[src/rtl/wb4_fifo_read_master_if.sv]
// Wishbone B4 pipelined read-port bundle between a read master and a FIFO
// exposed as a WB4 slave.
//   cyc   master -> slave  bus cycle in progress
//   stb   master -> slave  read strobe
//   stall slave  -> master strobe not accepted this cycle (FIFO empty)
//   ack   slave  -> master read data valid this cycle
//   data  slave  -> master read data
interface wb4_fifo_read_master_if #(
  parameter int P_DATA_MSB = 7
);
  logic              cyc;
  logic              stb;
  logic              stall;
  logic              ack;
  logic [P_DATA_MSB:0] data;

  modport master (
    output cyc,
    output stb,
    input  stall,
    input  ack,
    input  data
  );

  modport slave (
    input  cyc,
    input  stb,
    output stall,
    output ack,
    output data
  );
endinterface

[src/rtl/wb4_fifo_read_master.sv]
// Wishbone B4 pipelined read master that drains a FIFO slave port and
// presents the words on a valid/ready stream. Runs in the FIFO read clock
// domain.
// Ports:
//   i_wb4_mclk  clock, all registers on posedge
//   i_wb4_mrst  synchronous active-high reset
//   i_enable    1 = keep draining; 0 = stop strobing and close the cycle
//   wb          WB4 master port (cyc/stb out, stall/ack/data in)
//   o_data      stream data, head of the response buffer (0 when empty)
//   o_valid     stream valid
//   i_ready     stream ready; a word moves on o_valid & i_ready
//   o_level     response buffer occupancy
//   o_timeout   one-cycle pulse when an ack timeout aborts the cycle
module wb4_fifo_read_master #(
  parameter int P_DATA_MSB        = 7,
  parameter int P_MAX_OUTSTANDING = 4,
  parameter int P_BUF_DEPTH       = 4,
  parameter int P_ACK_TIMEOUT     = 255
) (
  input  logic                          i_wb4_mclk,
  input  logic                          i_wb4_mrst,
  input  logic                          i_enable,
  wb4_fifo_read_master_if.master        wb,
  output logic [P_DATA_MSB:0]           o_data,
  output logic                          o_valid,
  input  logic                          i_ready,
  output logic [$clog2(P_BUF_DEPTH):0]  o_level,
  output logic                          o_timeout
);

  localparam int AW    = $clog2(P_BUF_DEPTH);
  localparam int LVL_W = AW + 1;
  localparam int OUT_W = $clog2(P_MAX_OUTSTANDING + 1);
  localparam int TMO_W = $clog2(P_ACK_TIMEOUT + 1);
  localparam int SUM_W = ((OUT_W > LVL_W) ? OUT_W : LVL_W) + 1;

  typedef enum logic [1:0] {
    IDLE   = 2'd0,
    ACTIVE = 2'd1,
    DRAIN  = 2'd2,
    ABORT  = 2'd3
  } state_t;

  state_t              state;
  state_t              state_nxt;
  logic [OUT_W-1:0]    outstanding;
  logic [TMO_W-1:0]    tmo_cnt;
  logic [LVL_W-1:0]    wr_ptr;
  logic [LVL_W-1:0]    rd_ptr;
  logic [LVL_W-1:0]    level;
  logic [P_DATA_MSB:0] mem [P_BUF_DEPTH];

  logic             cyc;
  logic             stb;
  logic             in_cycle;
  logic             credit;
  logic             accept;
  logic             ack_ok;
  logic             push;
  logic             pop;
  logic             full;
  logic             tmo_hit;
  logic             drain_done;
  logic [SUM_W-1:0] committed;

  assign level     = wr_ptr - rd_ptr;
  assign full      = (level == LVL_W'(P_BUF_DEPTH));
  assign in_cycle  = (state == ACTIVE) || (state == DRAIN);

  // Every accepted strobe reserves a buffer slot, so words in flight plus
  // words held can never exceed the buffer. Uses registered state only, so
  // a pop this cycle frees its slot for the next cycle.
  assign committed = SUM_W'(outstanding) + SUM_W'(level);
  assign credit    = (outstanding < OUT_W'(P_MAX_OUTSTANDING)) &&
                     (committed < SUM_W'(P_BUF_DEPTH));

  assign accept    = stb && !wb.stall;
  // Acks with nothing outstanding, or outside a bus cycle, are stray.
  assign ack_ok    = wb.ack && in_cycle && (outstanding != '0);
  assign push      = ack_ok && !full;
  assign pop       = o_valid && i_ready;

  assign tmo_hit   = in_cycle && (outstanding != '0) && !wb.ack &&
                     (tmo_cnt == TMO_W'(P_ACK_TIMEOUT - 1));
  // An ack landing this cycle on the last outstanding request also closes
  // the cycle.
  assign drain_done = (outstanding == '0) ||
                      ((outstanding == OUT_W'(1)) && wb.ack);

  assign wb.cyc = cyc;
  assign wb.stb = stb;

  always_comb begin
    state_nxt = state;
    cyc       = 1'b0;
    stb       = 1'b0;
    o_timeout = 1'b0;
    case (state)
      IDLE: begin
        if (i_enable) state_nxt = ACTIVE;
      end
      ACTIVE: begin
        cyc = 1'b1;
        // Dropped in the same cycle that enable or credit goes away.
        stb = i_enable && credit;
        if (tmo_hit)        state_nxt = ABORT;
        else if (!i_enable) state_nxt = DRAIN;
      end
      DRAIN: begin
        cyc = 1'b1;
        if (tmo_hit)         state_nxt = ABORT;
        else if (drain_done) state_nxt = IDLE;
      end
      ABORT: begin
        o_timeout = 1'b1;
        state_nxt = IDLE;
      end
      default: state_nxt = IDLE;
    endcase
  end

  always_ff @(posedge i_wb4_mclk) begin
    if (i_wb4_mrst) state <= IDLE;
    else            state <= state_nxt;
  end

  always_ff @(posedge i_wb4_mclk) begin
    if (i_wb4_mrst) begin
      outstanding <= '0;
    end else if (state_nxt == ABORT) begin
      // Requests still in flight at abort are forgotten.
      outstanding <= '0;
    end else begin
      outstanding <= outstanding + OUT_W'(accept) - OUT_W'(ack_ok);
    end
  end

  always_ff @(posedge i_wb4_mclk) begin
    if (i_wb4_mrst) begin
      tmo_cnt <= '0;
    end else if (wb.ack || (outstanding == '0) || !in_cycle) begin
      tmo_cnt <= '0;
    end else begin
      tmo_cnt <= tmo_cnt + TMO_W'(1);
    end
  end

  // Response buffer: pointers carry one extra bit so full and empty differ.
  always_ff @(posedge i_wb4_mclk) begin
    if (i_wb4_mrst) begin
      wr_ptr <= '0;
      rd_ptr <= '0;
    end else begin
      if (push) wr_ptr <= wr_ptr + LVL_W'(1);
      if (pop)  rd_ptr <= rd_ptr + LVL_W'(1);
    end
  end

  always_ff @(posedge i_wb4_mclk) begin
    if (push) mem[wr_ptr[AW-1:0]] <= wb.data;
  end

  // Storage is not reset, so the head is masked while the buffer is empty.
  assign o_valid = (level != '0);
  assign o_data  = o_valid ? mem[rd_ptr[AW-1:0]] : '0;
  assign o_level = level;

  a_no_push_when_full: assert property (
    @(posedge i_wb4_mclk) disable iff (i_wb4_mrst) !(ack_ok && full)
  );

endmodule

[src/flat_wrapper.sv]
// flat-port wrapper written by rule: the top's interface ports become plain ports
module wb4_fifo_read_master_flat 
#(
  parameter int P_DATA_MSB        = 7,
  parameter int P_MAX_OUTSTANDING = 4,
  parameter int P_BUF_DEPTH       = 4,
  parameter int P_ACK_TIMEOUT     = 255
)
  (i_wb4_mclk, i_wb4_mrst, i_enable, o_data, o_valid, i_ready, o_level, o_timeout, wb_cyc, wb_stb, wb_stall, wb_ack, wb_data);
  wb4_fifo_read_master_if #(.P_DATA_MSB(P_DATA_MSB)) wb_i ();
  input  logic i_wb4_mclk;
  input  logic i_wb4_mrst;
  input  logic i_enable;
  output logic [P_DATA_MSB:0] o_data;
  output logic o_valid;
  input  logic i_ready;
  output logic [$clog2(P_BUF_DEPTH):0] o_level;
  output logic o_timeout;
  output wire logic [$bits(wb_i.cyc)-1:0] wb_cyc;
  output wire logic [$bits(wb_i.stb)-1:0] wb_stb;
  input wire logic [$bits(wb_i.stall)-1:0] wb_stall;
  input wire logic [$bits(wb_i.ack)-1:0] wb_ack;
  input wire logic [$bits(wb_i.data)-1:0] wb_data;
  assign wb_cyc = wb_i.cyc;
  assign wb_stb = wb_i.stb;
  assign wb_i.stall = wb_stall;
  assign wb_i.ack = wb_ack;
  assign wb_i.data = wb_data;
  wb4_fifo_read_master #(.P_DATA_MSB(P_DATA_MSB), .P_MAX_OUTSTANDING(P_MAX_OUTSTANDING), .P_BUF_DEPTH(P_BUF_DEPTH), .P_ACK_TIMEOUT(P_ACK_TIMEOUT)) u_core (.i_wb4_mclk(i_wb4_mclk), .i_wb4_mrst(i_wb4_mrst), .i_enable(i_enable), .wb(wb_i), .o_data(o_data), .o_valid(o_valid), .i_ready(i_ready), .o_level(o_level), .o_timeout(o_timeout));
endmodule
[config.mk]
export PLATFORM = sky130hd
export DESIGN_NAME = wb4_fifo_read_master_flat
export DESIGN_NICKNAME = d
export VERILOG_FILES = /design/src/rtl/wb4_fifo_read_master_if.sv /design/src/rtl/wb4_fifo_read_master.sv /design/src/flat_wrapper.sv
export SDC_FILE = /design/constraint.sdc
export NUM_CORES = 1
export LEC_CHECK = 0
export ABC_AREA = 1
export CAP_MARGIN = 20
export CORE_ASPECT_RATIO = 1.25
export CORE_UTILIZATION = 56
export DETAILED_ROUTE_END_ITERATION = 10
export DONT_BUFFER_PORTS = 1
export PLACE_DENSITY = 0.81
export SLEW_MARGIN = 20
export SYNTH_ARGS = -nofsm -noshare
export SYNTH_HDL_FRONTEND = slang
export SYNTH_SLANG_ARGS = --single-unit
[constraint.sdc]
create_clock -name i_wb4_mclk -period 3 [get_ports i_wb4_mclk]
set_clock_uncertainty 0.1 [all_clocks]
set_input_delay 0.6 -clock i_wb4_mclk [delete_from_list [all_inputs] [get_ports i_wb4_mclk]]
set_output_delay 0.6 -clock i_wb4_mclk [all_outputs]
set_load 0.01 [all_outputs]
==> results.json <==
{
  "worst_hold_path.num_cells": 1,
  "drcViolationCount": 0,
  "globalRoute.totalOverflow": 0,
  "worstPathCellList": "inv_2 > ha_4 > inv_2 > fa_2 > xor2_2 > ha_2 > or4_4 > nor2_4",
  "clock_tree.buffer_depth": 2,
  "post-route-worst-setup-slack_ps": 26.96,
  "power_mw": 2.330,
  "worst_setup_hold_path_clk_slew_ps": 90,
  "origin_of_the_worst_setup_path": "u_core.wr_ptr[0]$_SDFFE_PP0P_",
  "setup_crit_end_kind": "output pin",
  "via_count_of_the_first_global_routing_pass": 1614,
  "timing.max_slew.rel_slack_pct": 66.97,
  "vias_per_cell": 5.084,
  "hold_path_class": "in2reg",
  "sequential_cell_area_fraction_in_the_yosys_report_pct": 54.55,
  "post_synth_inst_count": 261,
  "highest_attainable_clock_frequency_ghz": 0.3364,
  "path_class": "reg2out",
  "p_leak_nw": 1.193,
  "timing.final.crit_period_ps": 2973,
  "place_congestion": 0.7407,
  "detail-route-antenna-nets": 0,
  "die-area_mm2": 0.004797,
  "post_drt_wl_per_cell_um": 12.57,
  "core_area_mm2": 0.004358,
  "outcome": "complete, no violations",
  "worstPathRequired_ps": 2300,
  "synth_nets": 293,
  "die_w_um": 62.15,
  "tritoncts_clock_tree": "done",
  "cp.buffers_inverters": 2,
  "placedInstanceArea_mm2": 0.002673,
  "dp_slack_ps": -15.84,
  "worst_setup_path_start_kind": "register",
  "slew_viol_final": 0,
  "drive_above_1_share_pct": 14.08,
  "synth_seq_cells": 53,
  "io_buffer_count": 0,
  "cts_htree_levels": 2,
  "dr.pass1.iters": 4,
  "antenna-diode-count": 0,
  "timing.critical_path.fanout_max": 2,
  "rsz0062_at_grt": "yes",
  "grt.total_usage_pct": 19.20,
  "final_net_count": 308,
  "critical_path.reg2reg.startpoint": "u_core.wr_ptr[0]$_SDFFE_PP0P_",
  "final_design_area_no_fill_mm2": 0.002859,
  "arrival_time_reported_for_the_critical_path_endpoint_ps": 2270,
  "final.period_utilization_pct": 99.10,
  "post_syn_area_per_cell_um2": 9.703,
  "syn2layout_area_growth_pct": 12.90,
  "netlist_area_mm2": 0.002532,
  "clock_sink_count": 53,
  "ir_drop_mv": 0.6336,
  "hold_path_startpoint": "i_wb4_mrst",
  "initial_antenna_violation_count": 0,
  "grt_pass1_wl_um": 7072,
  "r2r.worst_path.cells": 12,
  "vias": 1703,
  "fp-row-count": 27,
  "clockRootBuffer": "sky130_fd_sc_hd__clkbuf_8",
  "final_hold_viol_count": 0,
  "initial_core_util_pct": 58.11,
  "timing.final.setup_violations": 0,
  "route.final.wire_length_um": 4210,
  "synth.lib_cells_used.distinct": 27,
  "warnings_from_yosys": 0,
  "path_depth": 8,
  "critical-path-max-stage-delay_ps": 560,
  "cts_buffers": 5,
  "ctsHoldBuffers": 0,
  "pin_count": 29,
  "critPathTopFamily": "simple AND/OR/NAND/NOR gates",
  "worst_pin_slew_ps": 494.8,
  "power-per-cell-area_mw_per_mm2": 814.9,
  "grt_start_max_net_pins": 18,
  "clk-insertion-delay-late_ps": 290,
  "slowest_stage_cell_cp": "sky130_fd_sc_hd__or4_4",
  "critPathMostFrequentCell": "sky130_fd_sc_hd__inv_2",
  "dieHeight_um": 77.19,
  "max_cap_viol_count": 0,
  "hpwlAfterDp_um": 3060,
  "drtIter0Drc": 74
}
## report_power, final
group | switching (mW) | internal [mW]
clock | 0.218 | 0.335
sequential | 0.0647 | 0.818
combinational | 0.555 | 0.338
## placed cells by master, fill, tap and decap left out, types with 2 or more instances in the layout
cell / count
sky130_fd_sc_hd__nor2_1: 54
sky130_fd_sc_hd__inv_1: 38
sky130_fd_sc_hd__nand2_1: 32
sky130_fd_sc_hd__edfxtp_1: 32
sky130_fd_sc_hd__dfxtp_1: 19
sky130_fd_sc_hd__o21ai_0: 14
sky130_fd_sc_hd__ha_1: 14
sky130_fd_sc_hd__buf_4: 12
sky130_fd_sc_hd__o32ai_1: 8
sky130_fd_sc_hd__nand3_1: 8
sky130_fd_sc_hd__xor2_1: 5
sky130_fd_sc_hd__clkbuf_8: 5
sky130_fd_sc_hd__a21oi_1: 4
sky130_fd_sc_hd__inv_2: 3
sky130_fd_sc_hd__xnor2_2: 2
sky130_fd_sc_hd__nand2_2: 2
sky130_fd_sc_hd__and3_1: 2
sky130_fd_sc_hd__nor3_1: 2
sky130_fd_sc_hd__xnor2_1: 2
sky130_fd_sc_hd__bufinv_16: 2
sky130_fd_sc_hd__dfxtp_2: 2
## area by class of cell
cell class / instances / area [µm²]
well taps: 58 / 72.57
multi-input cells: 163 / 1021
clock buffers: 5 / 68.82
clock inverters: 3 / 68.82
inverters: 41 / 153.9
repair buffers: 12 / 90.09
flip-flops and latches: 53 / 1384
fillers: 336 / 1499
## worst paths after layout
path | endpoint | slack [ps]
worst max-delay path | wb_stb | 30
worst min-delay path | u_core.wr_ptr[2]$_SDFFE_PP0P_ | 260
worst max register to register | u_core.outstanding[1]$_SDFF_PP0_ | 110
worst min register to register | u_core.tmo_cnt[0]$_SDFF_PP0_ | 370
## stage by stage
step           util, %  TNS, ps  std cells  hold slack [ps]
5_1_grt          65.60   -63.92        335            234.7
6_report         65.60        0        335            256.2
3_3_place_gp     61.33        0        325            344.2
3_5_place_dp     61.33   -15.84        325            348.6
2_1_floorplan        -        0        261            330.0
4_1_cts          65.06        0        334            245.9
## what timing repair did
item	CTS	global route
setup endpoints to repair	2	3
gates resized for setup	8	3
buffers inserted	1	1
pin swaps	4	3
## metal layers
| metal | vias to the layer above | wire [µm] | global-route usage, % |
|---|---|---|---|
| met1 | 774 | 1718 | 20.20 |
| li1 | 879 | - | - |
| met3 | 2 | 204 | 5.060 |
| met4 | 0 | 30 | 8.372 |
| met5 | - | 0 | 0 |
| met2 | 48 | 2256 | 35.49 |
## cells in the mapped netlist
cell | n | area share (%)
sky130_fd_sc_hd__a311o_1 | 1 | 0.40
sky130_fd_sc_hd__a21oi_2 | 1 | 0.35
sky130_fd_sc_hd__a21oi_1 | 4 | 0.79
sky130_fd_sc_hd__xor2_1 | 6 | 2.1
sky130_fd_sc_hd__nand2_4 | 1 | 0.44
sky130_fd_sc_hd__and3_1 | 2 | 0.49
sky130_fd_sc_hd__inv_1 | 40 | 5.9
sky130_fd_sc_hd__nor3_1 | 3 | 0.59
sky130_fd_sc_hd__or4_1 | 1 | 0.30
sky130_fd_sc_hd__ha_1 | 16 | 7.9
sky130_fd_sc_hd__clkbuf_1 | 2 | 0.30
sky130_fd_sc_hd__o21ai_0 | 14 | 2.8
sky130_fd_sc_hd__o21bai_1 | 1 | 0.30
sky130_fd_sc_hd__nand2_1 | 32 | 4.7
sky130_fd_sc_hd__xnor2_1 | 2 | 0.69
sky130_fd_sc_hd__nand3_4 | 1 | 0.69
sky130_fd_sc_hd__edfxtp_1 | 32 | 38
sky130_fd_sc_hd__nand3_1 | 8 | 1.6
sky130_fd_sc_hd__fa_1 | 2 | 1.6
sky130_fd_sc_hd__buf_2 | 2 | 0.40
sky130_fd_sc_hd__dfxtp_1 | 21 | 17
sky130_fd_sc_hd__nor2_1 | 55 | 8.2
sky130_fd_sc_hd__nor3b_1 | 1 | 0.30
sky130_fd_sc_hd__o32ai_1 | 8 | 2.8
sky130_fd_sc_hd__nand2_2 | 2 | 0.49
sky130_fd_sc_hd__inv_2 | 1 | 0.15
sky130_fd_sc_hd__xnor2_2 | 2 | 1.3
## cells by family (layout without fill, tap and decap cells)
family / after synthesis / in the layout / synth area share, %
AND/OR/NAND/NOR: 106 / 106 / 17.79
XOR/XNOR: 10 / 10 / 4.051
flip-flops: 53 / 53 / 54.55
AO/OA/AOI/OAI: 29 / 29 / 7.362
buffers and inverters: 45 / 61 / 6.769
adder cells (fa/ha/maj): 18 / 18 / 9.486
## worst register-to-register path: stages (launching register included)
cell,delay (ps)
sky130_fd_sc_hd__dfxtp_2,330
sky130_fd_sc_hd__inv_2,70
sky130_fd_sc_hd__ha_4,130
sky130_fd_sc_hd__inv_2,30
sky130_fd_sc_hd__fa_2,360
sky130_fd_sc_hd__xor2_2,170
sky130_fd_sc_hd__ha_2,180
sky130_fd_sc_hd__or4_4,560
sky130_fd_sc_hd__nor3_2,170
sky130_fd_sc_hd__ha_1,180
sky130_fd_sc_hd__fa_1,410
sky130_fd_sc_hd__inv_1,60
sky130_fd_sc_hd__nor2_1,40
## sequential cells by signal, summed over array words and instances, names as in the netlist, named ones only
signal / cells
u_core.wr_ptr: 3
u_core.tmo_cnt: 8
u_core.rd_ptr: 3
u_core.mem: 32
u_core.outstanding: 3
u_core.state: 2
Note: power is estimated with default switching activity, not from simulation.
